===== src/rtl/wex_bundle_issue_pkg.sv =====
// Shared definitions for the WEX bundle issue sequencer:
// state encodings, bundle length codes and 48-bit form patterns.
package wex_bundle_issue_pkg;

  localparam logic [1:0] JX2_WBI_BOOT  = 2'd0;
  localparam logic [1:0] JX2_WBI_RUN   = 2'd1;
  localparam logic [1:0] JX2_WBI_FLUSH = 2'd2;

  localparam logic [2:0] LEN_16 = 3'd1;
  localparam logic [2:0] LEN_32 = 3'd2;
  localparam logic [2:0] LEN_48 = 3'd3;
  localparam logic [2:0] LEN_64 = 3'd4;
  localparam logic [2:0] LEN_96 = 3'd6;

  localparam logic [5:0] FORM_EC = 6'b111011;
  localparam logic [5:0] FORM_FC = 6'b111111;

  typedef struct packed {
    logic is32;
    logic is48;
    logic wf;
  } lane_info_t;

endpackage


===== src/rtl/wex_len_decode.sv =====
// Per-lane opcode classification: 32-bit, 48-bit form, and
// WEX-flagged (wide-execute continues into the next lane).
module wex_len_decode
  import wex_bundle_issue_pkg::*;
(
  input  logic [15:0] op,
  input  logic        wxe,
  output lane_info_t  info
);

  logic df;

  // E8..EB / F8..FB carry the flag in bit 8, the rest in bit 10
  assign df = op[11] ? op[8] : op[10];

  always_comb begin
    info.is32 = (op[15:13] == 3'b111);
    info.is48 = (op[15:10] == FORM_EC) ||
                (op[15:10] == FORM_FC);
    info.wf   = info.is32 && !info.is48 &&
                df && op[12] && wxe;
  end

endmodule


===== src/rtl/wex_bundle_issue.sv =====
// Fetch-to-decode issue sequencer for the 3-wide WEX decoder:
// bundle length decode, decode-stage register, PC and flush control.
module wex_bundle_issue
  import wex_bundle_issue_pkg::*;
#(
  parameter logic [47:0] RESET_PC    = 48'h0,
  parameter int          FLUSH_DRAIN = 2
) (
  input  logic        clock,
  input  logic        reset,
  input  logic        fetchValid,
  input  logic [95:0] fetchWord,
  input  logic [47:0] fetchPc,
  output logic        fetchReady,
  output logic [47:0] fetchNextPc,
  input  logic        srWxe,
  input  logic        exHold,
  input  logic        brRedirect,
  input  logic [47:0] brPc,
  output logic        idValid,
  output logic [95:0] idWord,
  output logic [47:0] idPc,
  output logic [2:0]  idLen,
  output logic [1:0]  idLanes,
  output logic        idFault,
  output logic [31:0] bundleCount
);

  logic [1:0] state;
  logic [2:0] cnt;
  lane_info_t a, b, c;
  logic [2:0] len;
  logic [1:0] lanes;
  logic       fault;
  logic       accept;
  logic       unused_cwf;

  wex_len_decode u_dec_a (
    .op   (fetchWord[15:0]),
    .wxe  (srWxe),
    .info (a)
  );

  wex_len_decode u_dec_b (
    .op   (fetchWord[47:32]),
    .wxe  (srWxe),
    .info (b)
  );

  wex_len_decode u_dec_c (
    .op   (fetchWord[79:64]),
    .wxe  (srWxe),
    .info (c)
  );

  // three lanes is the maximum, so lane C's flag never matters
  assign unused_cwf = c.wf;

  always_comb begin
    len   = LEN_16;
    lanes = 2'd1;
    fault = 1'b0;
    if (!a.is32) begin
      len = LEN_16;
    end else if (a.is48) begin
      len = LEN_48;
    end else if (!a.wf) begin
      len = LEN_32;
    end else if (!b.is32 || b.is48) begin
      len   = LEN_32;
      fault = 1'b1;
    end else if (!b.wf) begin
      len   = LEN_64;
      lanes = 2'd2;
    end else if (!c.is32 || c.is48) begin
      len   = LEN_64;
      lanes = 2'd2;
      fault = 1'b1;
    end else begin
      len   = LEN_96;
      lanes = 2'd3;
    end
  end

  assign fetchReady = (state == JX2_WBI_RUN) &&
                      (!idValid || !exHold) &&
                      !brRedirect;

  assign accept = fetchReady && fetchValid &&
                  (fetchPc == fetchNextPc);

  always_ff @(posedge clock) begin
    if (!reset) begin
      state       <= JX2_WBI_BOOT;
      cnt         <= 3'd0;
      fetchNextPc <= RESET_PC;
      idValid     <= 1'b0;
      idWord      <= 96'd0;
      idPc        <= 48'd0;
      idLen       <= 3'd0;
      idLanes     <= 2'd0;
      idFault     <= 1'b0;
      bundleCount <= 32'd0;
    end else if (brRedirect) begin
      idValid     <= 1'b0;
      fetchNextPc <= brPc;
      state       <= JX2_WBI_FLUSH;
      cnt         <= 3'(FLUSH_DRAIN);
    end else begin
      case (state)
        JX2_WBI_BOOT: state <= JX2_WBI_RUN;
        JX2_WBI_FLUSH: begin
          cnt <= cnt - 3'd1;
          if (cnt == 3'd1)
            state <= JX2_WBI_RUN;
        end
        default: ;
      endcase
      if (accept) begin
        idValid     <= 1'b1;
        idWord      <= fetchWord;
        idPc        <= fetchPc;
        idLen       <= len;
        idLanes     <= lanes;
        idFault     <= fault;
        fetchNextPc <= fetchNextPc +
                       {44'd0, len, 1'b0};
        bundleCount <= bundleCount + 32'd1;
      end else if (!exHold) begin
        idValid <= 1'b0;
      end
    end
  end

endmodule


===== config.mk =====
export PLATFORM = sky130hd
export DESIGN_NAME = wex_bundle_issue
export DESIGN_NICKNAME = d
export VERILOG_FILES = /design/src/rtl/wex_bundle_issue_pkg.sv /design/src/rtl/wex_len_decode.sv /design/src/rtl/wex_bundle_issue.sv
export SDC_FILE = /design/constraint.sdc
export NUM_CORES = 1
export LEC_CHECK = 0
export CAP_MARGIN = 25
export CORE_AREA = 2 2 166 168
export DETAILED_ROUTE_END_ITERATION = 6
export DIE_AREA = 0 0 168 170
export PLACE_DENSITY = 0.73
export SLEW_MARGIN = 40
export SYNTH_ARGS = -nofsm -noshare
export SYNTH_HDL_FRONTEND = slang
export SYNTH_HIERARCHICAL = 1
export SYNTH_SLANG_ARGS = --single-unit
export TNS_END_PERCENT = 10

===== constraint.sdc =====
create_clock -name clock -period 3.9 [get_ports clock]
set_input_delay 0.39 -clock clock [delete_from_list [all_inputs] [get_ports clock]]
set_output_delay 0.39 -clock clock [all_outputs]
set_load 0.03 [all_outputs]

# Word-level counts from Yosys, hierarchy flattened
# Index checks and enable logic that the tools add are counted.
[totals]
register_bits = 236
out_inout_bits = 232
[op_classes]
addsub = 3
n_eq_ne = 16
mux = 29
bitwise_logic = 2
n_reduce_logical = 34
[ops]
columns = ["op", "count"]
rows = [
  ["$mux 48", 2],
  ["$add 48x4->48", 1],
  ["$eq 48x48->1", 1],
  ["$eq 6x6->1 const B", 6],
  ["$add 32x1->32 const B", 1],
  ["$mux 2", 10],
  ["$logic_and 1x1->1", 12],
  ["$mux 1", 12],
  ["$mux 3", 4],
  ["$eq 3x3->1 const B", 3],
  ["$logic_not 1->1", 7],
  ["$logic_or 1x1->1", 6],
  ["$reduce_and 2->1", 3],
  ["$reduce_bool 2->1", 3],
  ["$pmux 2 s2", 1],
  ["$eq 3x1->1 const B", 1],
  ["$ne 3x3->1 const B", 1],
  ["$reduce_bool 3->1", 1],
  ["$sub 3x1->3 const B", 1],
  ["$eq 2x1->1 const B", 1],
  ["$eq 2x2->1 const B", 1],
  ["$logic_not 2->1", 1],
  ["$ne 2x1->1 const B", 1],
  ["$ne 2x2->1 const B", 1],
  ["2 further kinds", 3],
]

# Depth between registers and ports, before layout
# Gate-level depths: netlist of the first run.
[logic_depth]
depth_word = 15
depth_mapped = 12

# Hierarchy
# Netlist of the first run, hierarchy kept.
[modules_own_cells]
columns = ["mod", "n_inst", "cells_each", "area_each_um2", "seq_area_each_um2"]
rows = [
  ["wex_bundle_issue", 1, 1386, 10825.4, 4704.5],
  ["wex_len_decode", 3, 5, 38.8, 0.0],
]

# Least setup slack after synthesis of the first run
# No wires, ideal clock.
[synth_path]
path_kind = "input port to flip-flop"
start = "input port fetchWord[42]"
end = "register fetchNextPc[39]"
setup_ns = 0.116
arrival_time_ns = 3.150
required_time_ns = 3.784
slack_ns = 0.635
path_stages = 12
n_path_buf = 1
cell_sequence = "and3b_1 -> o2111a_1 -> nor3b_1 -> o31a_1 -> fa_1 -> a21o_1 -> nand4_1 -> or4_4 -> buf_6 -> or4b_4 -> mux2_4 -> a31o_1"
[synth_lines]
columns = ["item", "line", "source"]
rows = [
  ["from (decl)", "wex_bundle_issue.sv:12", "input logic [95:0] fetchWord,"],
  ["to (signal assigned)", "wex_bundle_issue.sv:106", "fetchNextPc <= brPc;"],
  ["to (signal assigned)", "wex_bundle_issue.sv:126", "fetchNextPc <= fetchNextPc +"],
  ["to (decl)", "wex_bundle_issue.sv:15", "output logic [47:0] fetchNextPc,"],
]

==> impl_metrics.ini, run 1 <==
[finish]
final_cell_mix = 427 x clkdlybuf4s50_1, 388 x nand2_1, 235 x dfxtp_1, 183 x a21oi_1, 49 x xnor2_1
fin_util = 0.621
fin_area_um2 = 16500
fill_cells = 2370
layout_commonest_cell = clkdlybuf4s50_1
area_growth_pct = 51.6
multi_input_area_um2 = 5730
fin_nets = 1994
regArea_um2 = 4700
layout-drive-gt1-share = 0.0569

[setup_path]
cp_top_family = simple AND/OR/NAND/NOR gates
timing.rr.end = bundleCount[19]
cp_max_fo = 4
crit_buf_inv = 1
r2r_setup_slack_ps = 640
path_cells = clkdlybuf4s50_1 > and3_1 > o2111a_1 > nor3b_1 > o31a_1 > fa_1 > a21o_1 > nand4_1 > or4_4 > or4b_4 > mux2_4 > a31o_1
r2r_cells = 7
cp_data_required_time_ps = 4350
critPathLaunchType = input port
rr_startpoint = fetchNextPc[46]
crit_type = input port to flop
crit_arrival_ps = 3830
crit_path_max_incr_delay_ps = 500
slowest_stage = clkdlybuf4s50_1
end_kind = flop

[global_routing]
grt_pass1_wl_mm = 64.4
grtUsageTotal = 0.285
overflow = 0
grt_max_degree = 161
grt_pass1_vias = 11391
antenna_found_initial = 4

[sta]
fin_crit_sh = 0.867
fin_ws_ps = 518
rsz0062_at_grt = false
setup_viol = 0
slew-limit-headroom = 0.405
worst_pin_slew_ps = 893
finClkSkew_ps = 21.6
timing_hold_violations_final = 0
slew_viol_final = 0
fmax_ghz = 0.296
fin_crit_ps = 3380

[placed_design]
hpwlAfterDp_mm = 31.4
place_area_um2 = 15600
port-buffer-count = 429
pre_cts_slack_ps = -20.5
place.gp.congestion = 0.904

[detailed_routing]
wl_per_cell_um = 19.9
vias = 11874
drc = 0
drtAntennaViolNets = 0
viasPerCell = 5.51
wl_mm = 42.8
dr.pass1.iters = 5
drt_iter0_drc = 672

[worst_hold_path]
hp-start = fetchWord[62]
worst_hold_path.endpoint = idWord[62]
hold_path.class = input port to flop
hold_depth = 3

[die]
die_height_um = 170
die_area_um2 = 28600
rows = 60
start_util = 0.410
ioPinCount = 430
die_w_um = 168
coreArea_um2 = 26700

[clock_tree]
cts-htree-levels = 1
clk_pin_slew_worst_paths_ps = 60
cts_root_buffer = clkbuf_16
max-clock-path-buffers = 3
tritoncts = built
clk_latency_ps = 570
cts-buffers-inserted = 28
hold_buffers = 0
postCtsSetupRepairBufs = 0
clock-sinks = 235
ctsResizeCount = 0

[pwr]
power.total_mw = 5.86
p_int_mw = 4.42
leakage_nw = 5.35
power_frac_seq = 0.426
power_density_nw_per_um2 = 354
clock_power_share = 0.469
p_switching_mw = 1.44
sw_frac_of_total = 0.246
p_comb_frac = 0.104
peakVddDrop_mv = 0.360

[yosys]
syn_area_um2 = 10900
syn_nets = 1603
synth_warnings = 6
syn_inst = 1398
syn_avg_cell_area_um2 = 7.81

[flow_run]
cap_violations = 0

[outcome]
status = finished, final reports clean
==> area by class of cell <==
type	count	share of cell area
well taps	341	0.0258
clock inverters	13	0.0113
repair buffers	467	0.281
multi-input cells	1040	0.346
diodes	3	0.000454
clock buffers	39	0.0473
flip-flops and latches	235	0.284
inverters	17	0.00416
==> worst reg2reg max path: cells and delay by family (launching register included) <==
| kind | cells | cell delay, ps |
|---|---|---|
| xor gates and xnor gates | 1 | 530 |
| DFF | 1 | 360 |
| and+or+nand+nor | 4 | 1850 |
| AOI/OAI and AO/OA | 1 | 170 |
| buffers and inverters | 1 | 280 |
==> stage by stage <==
step,instances,hold WS (ps),setup TNS (ps)
global placement,2100,437,-19.1
finish,2155,372,0
CTS,2152,362,0
global route,2154,389,0
detailed placement,2100,442,-20.5
floorplan,1398,463,0
==> power groups by stage <==
stage | Combinational (mW) | Clock, mW | Sequential (mW)
after floorplan | 0.200 | 0 | 2.58
after CTS | 0.613 | 2.79 | 2.49
after global placement | 0.606 | 0 | 2.55
after detailed placement | 0.608 | 0 | 2.55
final | 0.612 | 2.75 | 2.50
after global routing | 0.648 | 2.88 | 2.50
==> how the worst max path moves through the flow <==
stage                   from         endpoint  slack, ps  depth (start not counted)
2_1_floorplan  fetchWord[42]  fetchNextPc[39]        630                         12
3_3_place_gp   fetchWord[47]  fetchNextPc[39]        -20                         12
3_5_place_dp   fetchWord[47]  fetchNextPc[39]        -20                         12
4_1_cts        fetchWord[47]  fetchNextPc[39]        540                         12
5_1_grt        fetchWord[47]  fetchNextPc[16]        360                         15
6_report       fetchWord[47]  fetchNextPc[39]        520                         12
==> state kept, by name, indices dropped and copies added, names as in the netlist <==
name and flops:
idLen 3, idWord 96, bundleCount 32, fetchNextPc 48, idFault 1, idValid 1, idLanes 1, idPc 48
state 2, cnt 3
==> metal layers <==
layer / track usage / wire, um / up-vias
met3: 0.0863 / 3980 / 88
met1: 0.324 / 16200 / 5555
li1: - / - / 5727
met2: 0.502 / 20900 / 504
met4: 0.114 / 1700 / 0
met5: 0 / 0 / -
(Power assumes the default switching activity.)
==> run 2, diff against run 1 <==
- CORE_AREA: 2 2 166 168 -> 2 2 169 171
- CTS_BUF_LIST: default -> sky130_fd_sc_hd__clkbuf_4
- DIE_AREA: 0 0 168 170 -> 0 0 171 173
- PLACE_DENSITY: 0.73 -> 0.71
==> impl_metrics.ini, run 2 (synthesis results as in run 1) <==
[global_routing]
grtUsageTotal = 0.281
overflow = 0
met1_usage = 0.319
antenna_found_initial = 3
met3_usage = 0.0900
grt-busiest-layer = met2
grt_max_degree = 161
grt_pass1_wl_mm = 65.3
grt_use_met2 = 0.486
grt_pass1_vias = 11773

[clock_tree]
tritoncts = built
clock-sinks = 235
cts-htree-levels = 3
hold_buffers = 0
ctsResizeCount = 0
postCtsSetupRepairBufs = 0
clk_pin_slew_worst_paths_ps = 60
max-clock-path-buffers = 3
cts_root_buffer = clkbuf_4
cts-buffers-inserted = 69
clk_latency_ps = 680

[sta]
fin_crit_sh = 0.854
fmax_ghz = 0.300
worst_pin_slew_ps = 946
fin_crit_ps = 3330
finClkSkew_ps = 45.0
slew-limit-headroom = 0.369
setup_viol = 0
finalSetupTns_ps = 0
slew_viol_final = 0
rsz0062_at_grt = false
timing_hold_violations_final = 0

[outcome]
status = finished, final reports clean

[die]
die_w_um = 171
rows = 61
ioPinCount = 430
die_area_um2 = 29600
die_height_um = 173
start_util = 0.395
coreArea_um2 = 27600

[setup_path]
critPathLaunchType = input port
crit_cells = 12
end_kind = flop
slowest_stage = or4b_4
r2r_cells = 7
crit_type = input port to flop
crit_path_max_incr_delay_ps = 510
crit_buf_inv = 1
path_cells = clkdlybuf4s50_1 > and3_1 > o2111a_1 > nor3b_1 > o31a_1 > fa_1 > a21o_1 > nand4_1 > or4_4 > or4b_4 > mux2_4 > a31o_1
cp_max_fo = 4
rr_startpoint = fetchNextPc[0]
r2r_setup_slack_ps = 570
cp_top_family = simple AND/OR/NAND/NOR gates
crit_arrival_ps = 3890
timing.rr.end = bundleCount[19]
cp_data_required_time_ps = 4460

[placed_design]
place.gp.congestion = 0.884
port-buffer-count = 429
hpwlAfterDp_mm = 31.3
placedCellCount = 2135

[finish]
fin_nets = 2033
layout_commonest_cell = clkdlybuf4s50_1
final_cell_mix = 427 x clkdlybuf4s50_1, 388 x nand2_1, 235 x dfxtp_1, 183 x a21oi_1, 93 x clkbuf_4
largest_reg_flops = 96
regMostFlops = idWord
instances_no_fill = 2245
area_growth_pct = 50.6
reg_top3 = idWord (96), fetchNextPc (48), idPc (48)
layout-drive-gt1-share = 0.0836

[detailed_routing]
vias = 12138
wl_per_cell_um = 19.3
wl_mm = 43.2
drc = 0
dr.pass1.iters = 5
drt_iter0_drc = 700
drtAntennaViolNets = 0
viasPerCell = 5.41

[worst_hold_path]
hp-start = brRedirect
hold_depth = 3
hold_path.class = input port to flop
worst_hold_path.endpoint = fetchNextPc[0]

[pwr]
peakVddDrop_mv = 0.213
power_density_nw_per_um2 = 333
power.total_mw = 5.47
leakage_nw = 5.36

[flow_run]
cap_violations = 0
## run 2: cell count changes in the layout (fill, tap and decap cells not counted), moves of 2 or more
cell and delta:
clkbuf_1 -7, clkbuf_16 -28, clkbuf_4 +93, clkbuf_8 -4, clkinv_1 +10, clkinv_2 -4
diode_2 -2, inv_2 +2
## run 2: report_power, final
group	switching (mW)	internal, mW
clock network	1.07	1.29
logic	0.294	0.317
registers	0.0667	2.43
## run 2: worst max path at each step
stage	startpoint	endpoint	slack (ps)
final	fetchWord[45]	fetchNextPc[39]	570
after floorplan	fetchWord[42]	fetchNextPc[39]	630
after detailed placement	fetchWord[45]	fetchNextPc[39]	-80
after CTS	fetchWord[45]	fetchNextPc[39]	600
after global placement	fetchWord[45]	fetchNextPc[39]	-30
after global routing	fetchWord[45]	fetchNextPc[29]	410
## run 2: metrics by stage
stage	hold WS (ps)	worst slack, ps	cell area, um2	utilization
after global routing	171	412	16400	0.595
final	172	569	16400	0.595
after detailed placement	442	-75.8	15600	0.564
after global placement	437	-26.2	15600	0.564
after floorplan	463	635	10900	-
after CTS	134	599	16400	0.595
## run 2: final cells by class
| class | instances | area [um2] |
|---|---|---|
| tap | 378 | 473 |
| antenna | 1 | 2.50 |
| clock buffer | 93 | 698 |
| fill | 2551 | 11200 |
| clock inverter | 16 | 146 |
| multi-input combinational | 1040 | 5730 |
| sequential | 235 | 4700 |
| inverter | 17 | 68.8 |
| timing repair buffer | 465 | 4620 |
## run 2: layer usage
| layer | vias to the layer above | share of wire |
|---|---|---|
| met2 | 559 | 0.49 |
| met1 | 5647 | 0.38 |
| li1 | 5837 | - |
| met3 | 91 | 0.099 |
| met5 | - | 0.00062 |
| met4 | 4 | 0.033 |
## run 2: worst reg2reg max path: stages (launching register included)
cell and delay (ps):
dfxtp_1 330, xnor2_1 590, nand4_1 180, nor4_1 480
nand4_1 250, buf_12 250, or4_1 1000, a21oi_1 170
==> RTL change 1, RTL diff (settings of run 2) <==
Change the package constant `LEN_96` from 3'd6 to 3'd3.
--- a/src/rtl/wex_bundle_issue_pkg.sv
+++ b/src/rtl/wex_bundle_issue_pkg.sv
@@ -10,7 +10,7 @@
   localparam logic [2:0] LEN_32 = 3'd2;
   localparam logic [2:0] LEN_48 = 3'd3;
   localparam logic [2:0] LEN_64 = 3'd4;
-  localparam logic [2:0] LEN_96 = 3'd6;
+  localparam logic [2:0] LEN_96 = 3'd3;
 
   localparam logic [5:0] FORM_EC = 6'b111011;
   localparam logic [5:0] FORM_FC = 6'b111111;
Formal check against the unedited RTL: not equivalent (a bounded check fails within 4 cycles, from zero or initial values and one cycle with reset low).
==> RTL change 1 against run 2 <==
  * Synthesized area is 0.87% higher
  * Largest cell class unchanged
  * Critical endpoint is now fetchNextPc[45]$_SDFFE_PN0N_
  * Power is 1.1% lower
  * Worst hold slack better by 120 ps
  * Wire length is 1.4% lower
  * Final area is 0.16% higher
  * Sequential cell count is 1 higher
  * Combinational power is 3% higher
  * Global-route usage is 0.45 points lower
  * Highest routed layer is now met4
  * Worst setup slack worse by 28 ps
==> RTL change 1: results (changes against run 2) <==
* DP HPWL at 30.3 mm (-3.2%)
* Top Registers: idWord (96), fetchNextPc (48), idPc (48)
* Reg clk slew, reported paths at 60 ps (about the same)
* M3 GR Usage at 8.33% (-0.66 points)
* Vias per cell at 5.39 (-0.33%)
* Number of H-tree levels at 3 (unchanged)
* Hold path start: fetchWord[17]
* Clk Latency, worst-skew pair at 660 ps (-20 ps)
* Fill cells at 2579 (+1.1%)
* Nets at 2055 (+1.1%)
* Gpl congestion at 0.925 (+4.6%)
* Crit Path Max Fanout at 7 (+3)
* Initial antenna violation count at 4 (+1)
* CTS buffer count at 68 (-1.4%)
* CP peak stage delay at 460 ps (-50 ps)
* Pleak at 5.50 nW (+2.7%)
* Initial DRC Count at 964 (+38%)
* Non-Filler Instances at 2276 (+1.4%)
* Worst Skew at 28.3 ps (-16.7 ps)
* DP Cell Count at 2158 (+1.1%)
* Largest net degree at the start of global routing at 113 (-30%)
* GRT met1 Usage at 32.7% (+0.86 points)
* Layout cells sized above 1 at 8.29% (-0.071 points)
* Worst vdd ir at 231 uV (+8.6%)
* Post-CTS Resized at 0 (unchanged)
* Syn_nets at 1628 (+1.6%)
* Worst EP arrival at 3940 ps (+50 ps)
* First-pass GRT wire length at 64.6 mm (-1.1%)
* Pre-antenna DRT Iters at 7 (+2)
* Slowest CP cell: clkdlybuf4s50_1
* IO buf count at 429 (unchanged)
* Status: finished, final reports clean
* Worst-Margin Slew at 791 ps (-155 ps)
* Internal power at 3.96 mW (-2.0%)
* Routing usage on met2 at 44.7% (-3.9 points)
* Cts hold-fix bufs at 0 (unchanged)
* GRT Overall Usage at 27.7% (-0.45 points)
* Vias in the first global route at 11841 (+0.58%)
* CP startpoint: fetchWord[42]
* Reg-to-reg critical path startpoint: fetchNextPc[2]$_SDFFE_PN0N_
* Routed WL per cell at 18.7 um (-2.8%)
* Mapped Cells at 1423 (+1.8%)
* Post-CTS Setup Inserts at 0 (unchanged)
==> RTL change 1: final timing paths <==
check                                                    end  slack, ps  depth (start not counted)
worst max-delay path            fetchNextPc[45]$_SDFFE_PN0N_        540                         14
worst min-delay path                 idWord[17]$_SDFFE_PN0P_        290                          3
worst max register to register  fetchNextPc[38]$_SDFFE_PN0N_        850                          7
worst min register to register       idWord[52]$_SDFFE_PN0P_        450                          2
==> RTL change 1: power by group through the flow <==
stage	Combinational [mW]	Sequential (mW)	Clock (mW)
2_1_floorplan	0.215	2.59	0
3_3_place_gp	0.615	2.56	0
3_5_place_dp	0.620	2.56	0
4_1_cts	0.624	2.51	2.34
5_1_grt	0.662	2.51	2.45
6_report	0.627	2.51	2.27
==> RTL change 1: metal layers <==
layer  up-vias  part of all wire [%]
li1       5874                     -
met1      5684                    39
met2       589                    47
met3       118                   9.1
met4         0                   4.8
met5         -                     0
==> RTL change 1: worst min-delay path: stages <==
cell             delay (ps)
clkdlybuf4s50_1         400
nand2_1                  60
a21oi_1                  50
==> RTL change 1: final cells by class <==
class / count / area [um^2] / share of cell area (%)
repair buffers: 463 / 4580 / 27.8
diodes: 4 / 10.0 / 0.0608
flip-flops and latches: 236 / 4720 / 28.7
clock buffers: 96 / 721 / 4.38
inverters: 21 / 83.8 / 0.509
multi-input cells: 1060 / 5780 / 35.1
well taps: 378 / 473 / 2.87
clock inverters: 18 / 95.1 / 0.578
==> RTL change 1: through the flow <==
stage	utilization (%)	setup TNS (ps)	area, um^2	worst slack, ps
final	59.6	0	16500	541
after global routing	59.6	0	16500	305
after CTS	59.6	0	16500	571
after detailed placement	56.6	-335	15600	-102
after global placement	56.6	-261	15600	-98.2
after floorplan	-	0	11000	539
==> RTL change 2, RTL diff (flow settings as in run 2) <==
Without the edit above. Reset style: asynchronous (`reset`), changed in one clocked block.
--- a/src/rtl/wex_bundle_issue.sv
+++ b/src/rtl/wex_bundle_issue.sv
@@ -89,7 +89,7 @@
   assign accept = fetchReady && fetchValid &&
                   (fetchPc == fetchNextPc);
 
-  always_ff @(posedge clock) begin
+  always_ff @(posedge clock or negedge reset) begin
     if (!reset) begin
       state       <= JX2_WBI_BOOT;
       cnt         <= 3'd0;
Formal check against the unedited RTL: differs if reset is asserted again (counterexample within 4 cycles, from zero or initial values and one cycle with reset low); with reset held inactive, the same outputs for 4 cycles.
==> RTL change 2 against run 2 <==
  * Sequential cell count unchanged
  * Register-to-register slack better by 60 ps
  * Synthesized area rose by 1.4%
  * Wire length fell by 7.3%
  * Worst setup slack worse by 44 ps
  * Power grew 4.9%
  * Count of clock-buffer cells in the layout rose by 5
  * Final area is 2.1% higher
  * Die area unchanged
  * Largest power group unchanged
==> RTL change 2: results (changes against run 2) <==
* Status: finished, final reports clean
* First-pass GRT wire length at 61.5 mm (-5.8%)
* Slowest CP cell: or3_1
* Worst hold path class: in -> reg
* Post-CTS Setup Inserts at 0 (unchanged)
* Worst Skew at 47.0 ps (+2.02 ps)
* Top Registers: idWord (96), fetchNextPc (48), idPc (48)
* Worst vdd ir at 213 uV (+0.15%)
* Slew HR at 47.4% (+10 points)
* GRT Overall Usage at 26.7% (-1.4 points)
* Gpl congestion at 0.938 (+6.1%)
* Reg clk slew, reported paths at 70 ps
* Non-Filler Instances at 2135 (-4.9%)
* CP peak stage delay at 510 ps (about the same)
* Yosys warnings at 6 (unchanged)
* Sink Count at 235 (unchanged)
* Nets at 1917 (-5.7%)
* Fill cells at 2477 (-2.9%)
* Initial antenna violation count at 4 (+1)
* Max clock buf depth at 3 (unchanged)
* Syn_nets at 1443 (-10%)
* CTS buffer count at 68 (-1.4%)
* Vias per cell at 5.04 (-6.8%)
* Initial DRC Count at 832 (+19%)
* CTS root buf: clkbuf_4
* DP HPWL at 29.9 mm (-4.5%)
* DP Cell Count at 2019 (-5.4%)
* Layout cells sized above 1 at 9.46% (+1.1 points)
* Clk Latency, worst-skew pair at 660 ps (-20 ps)
* Largest net degree at the start of global routing at 90 (-44%)
* Worst EP arrival at 3900 ps (about the same)
* Drt total wl at 40.1 mm (-7.3%)
* Pre-antenna DRT Iters at 5 (unchanged)
* Vias in the first global route at 10849 (-7.8%)
* Pleak at 7.91 nW (+48%)
* Crit Path Max Fanout at 7 (+3)
* Number of H-tree levels at 3 (unchanged)
* IO buf count at 429 (unchanged)
* Layout area overhead at 51.7%
* Mapped Cells at 1238 (-11%)
RTL change 2: worst paths after layout:
kind | from | endpoint | slack, ps | depth (start not counted)
min in group asynchronous | reset | fetchNextPc[39]$_DFFE_PN0N_ | 380 | 2
min | fetchWord[35] | idWord[35]$_DFFE_PN0P_ | 260 | 3
max | fetchWord[45] | fetchNextPc[44]$_DFFE_PN0N_ | 530 | 15
min reg2reg | idWord[10]$_DFFE_PN0P_ | idWord[10]$_DFFE_PN0P_ | 460 | 2
max in group asynchronous | reset | idWord[86]$_DFFE_PN0P_ | 2450 | 3
max reg2reg | fetchNextPc[30]$_DFFE_PN0N_ | fetchNextPc[6]$_DFFE_PN0N_ | 630 | 8
RTL change 2: per-stage QoR:
step | worst slack [ps] | area (um^2) | power, mW | util (%)
2_1_floorplan | 447 | 11100 | 2.93 | -
3_3_place_gp | -110 | 15900 | 3.41 | 57.6
3_5_place_dp | -95.7 | 15900 | 3.42 | 57.6
4_1_cts | 592 | 16800 | 5.82 | 60.7
5_1_grt | 227 | 16800 | 6.03 | 60.7
6_report | 525 | 16800 | 5.73 | 60.7
RTL change 2: metal layers:
metal / share of wire [%] / track usage [%]
met1: 40 / 33.0
met2: 48 / 43.9
met3: 8.9 / 8.24
met4: 3.1 / 9.92
met5: 0.067 / 0
RTL change 2: final cells by class:
type,count,area [um^2],share of cell area [%]
multi-input cells,907,4770,28.4
repair buffers,468,4680,27.9
well taps,378,473,2.82
clock inverters,15,120,0.716
flip-flops and latches,235,5880,35.0
inverters,32,120,0.716
diodes,2,5.00,0.0298
clock buffers,98,736,4.38
RTL change 2: power by group:
part	total, mW	internal [mW]	leakage [nW]	switching, mW
Clock	2.35	1.28	0.498	1.07
Sequential	2.61	2.50	3.16	0.107
Combinational	0.770	0.385	4.26	0.384
RTL change 2: critical path: cells and delay by family:
family	cells	cell delay [ps]
adders and majority gates	1	290
and+or+nand+nor	7	1570
buffers and inverters	2	660
AOI/OAI and AO/OA	5	990
RTL change 2: timing repair:
item                      4_1_cts  5_1_grt
resized for setup               0        0
hold endpoints to repair       82        0
hold buffers                    1        0
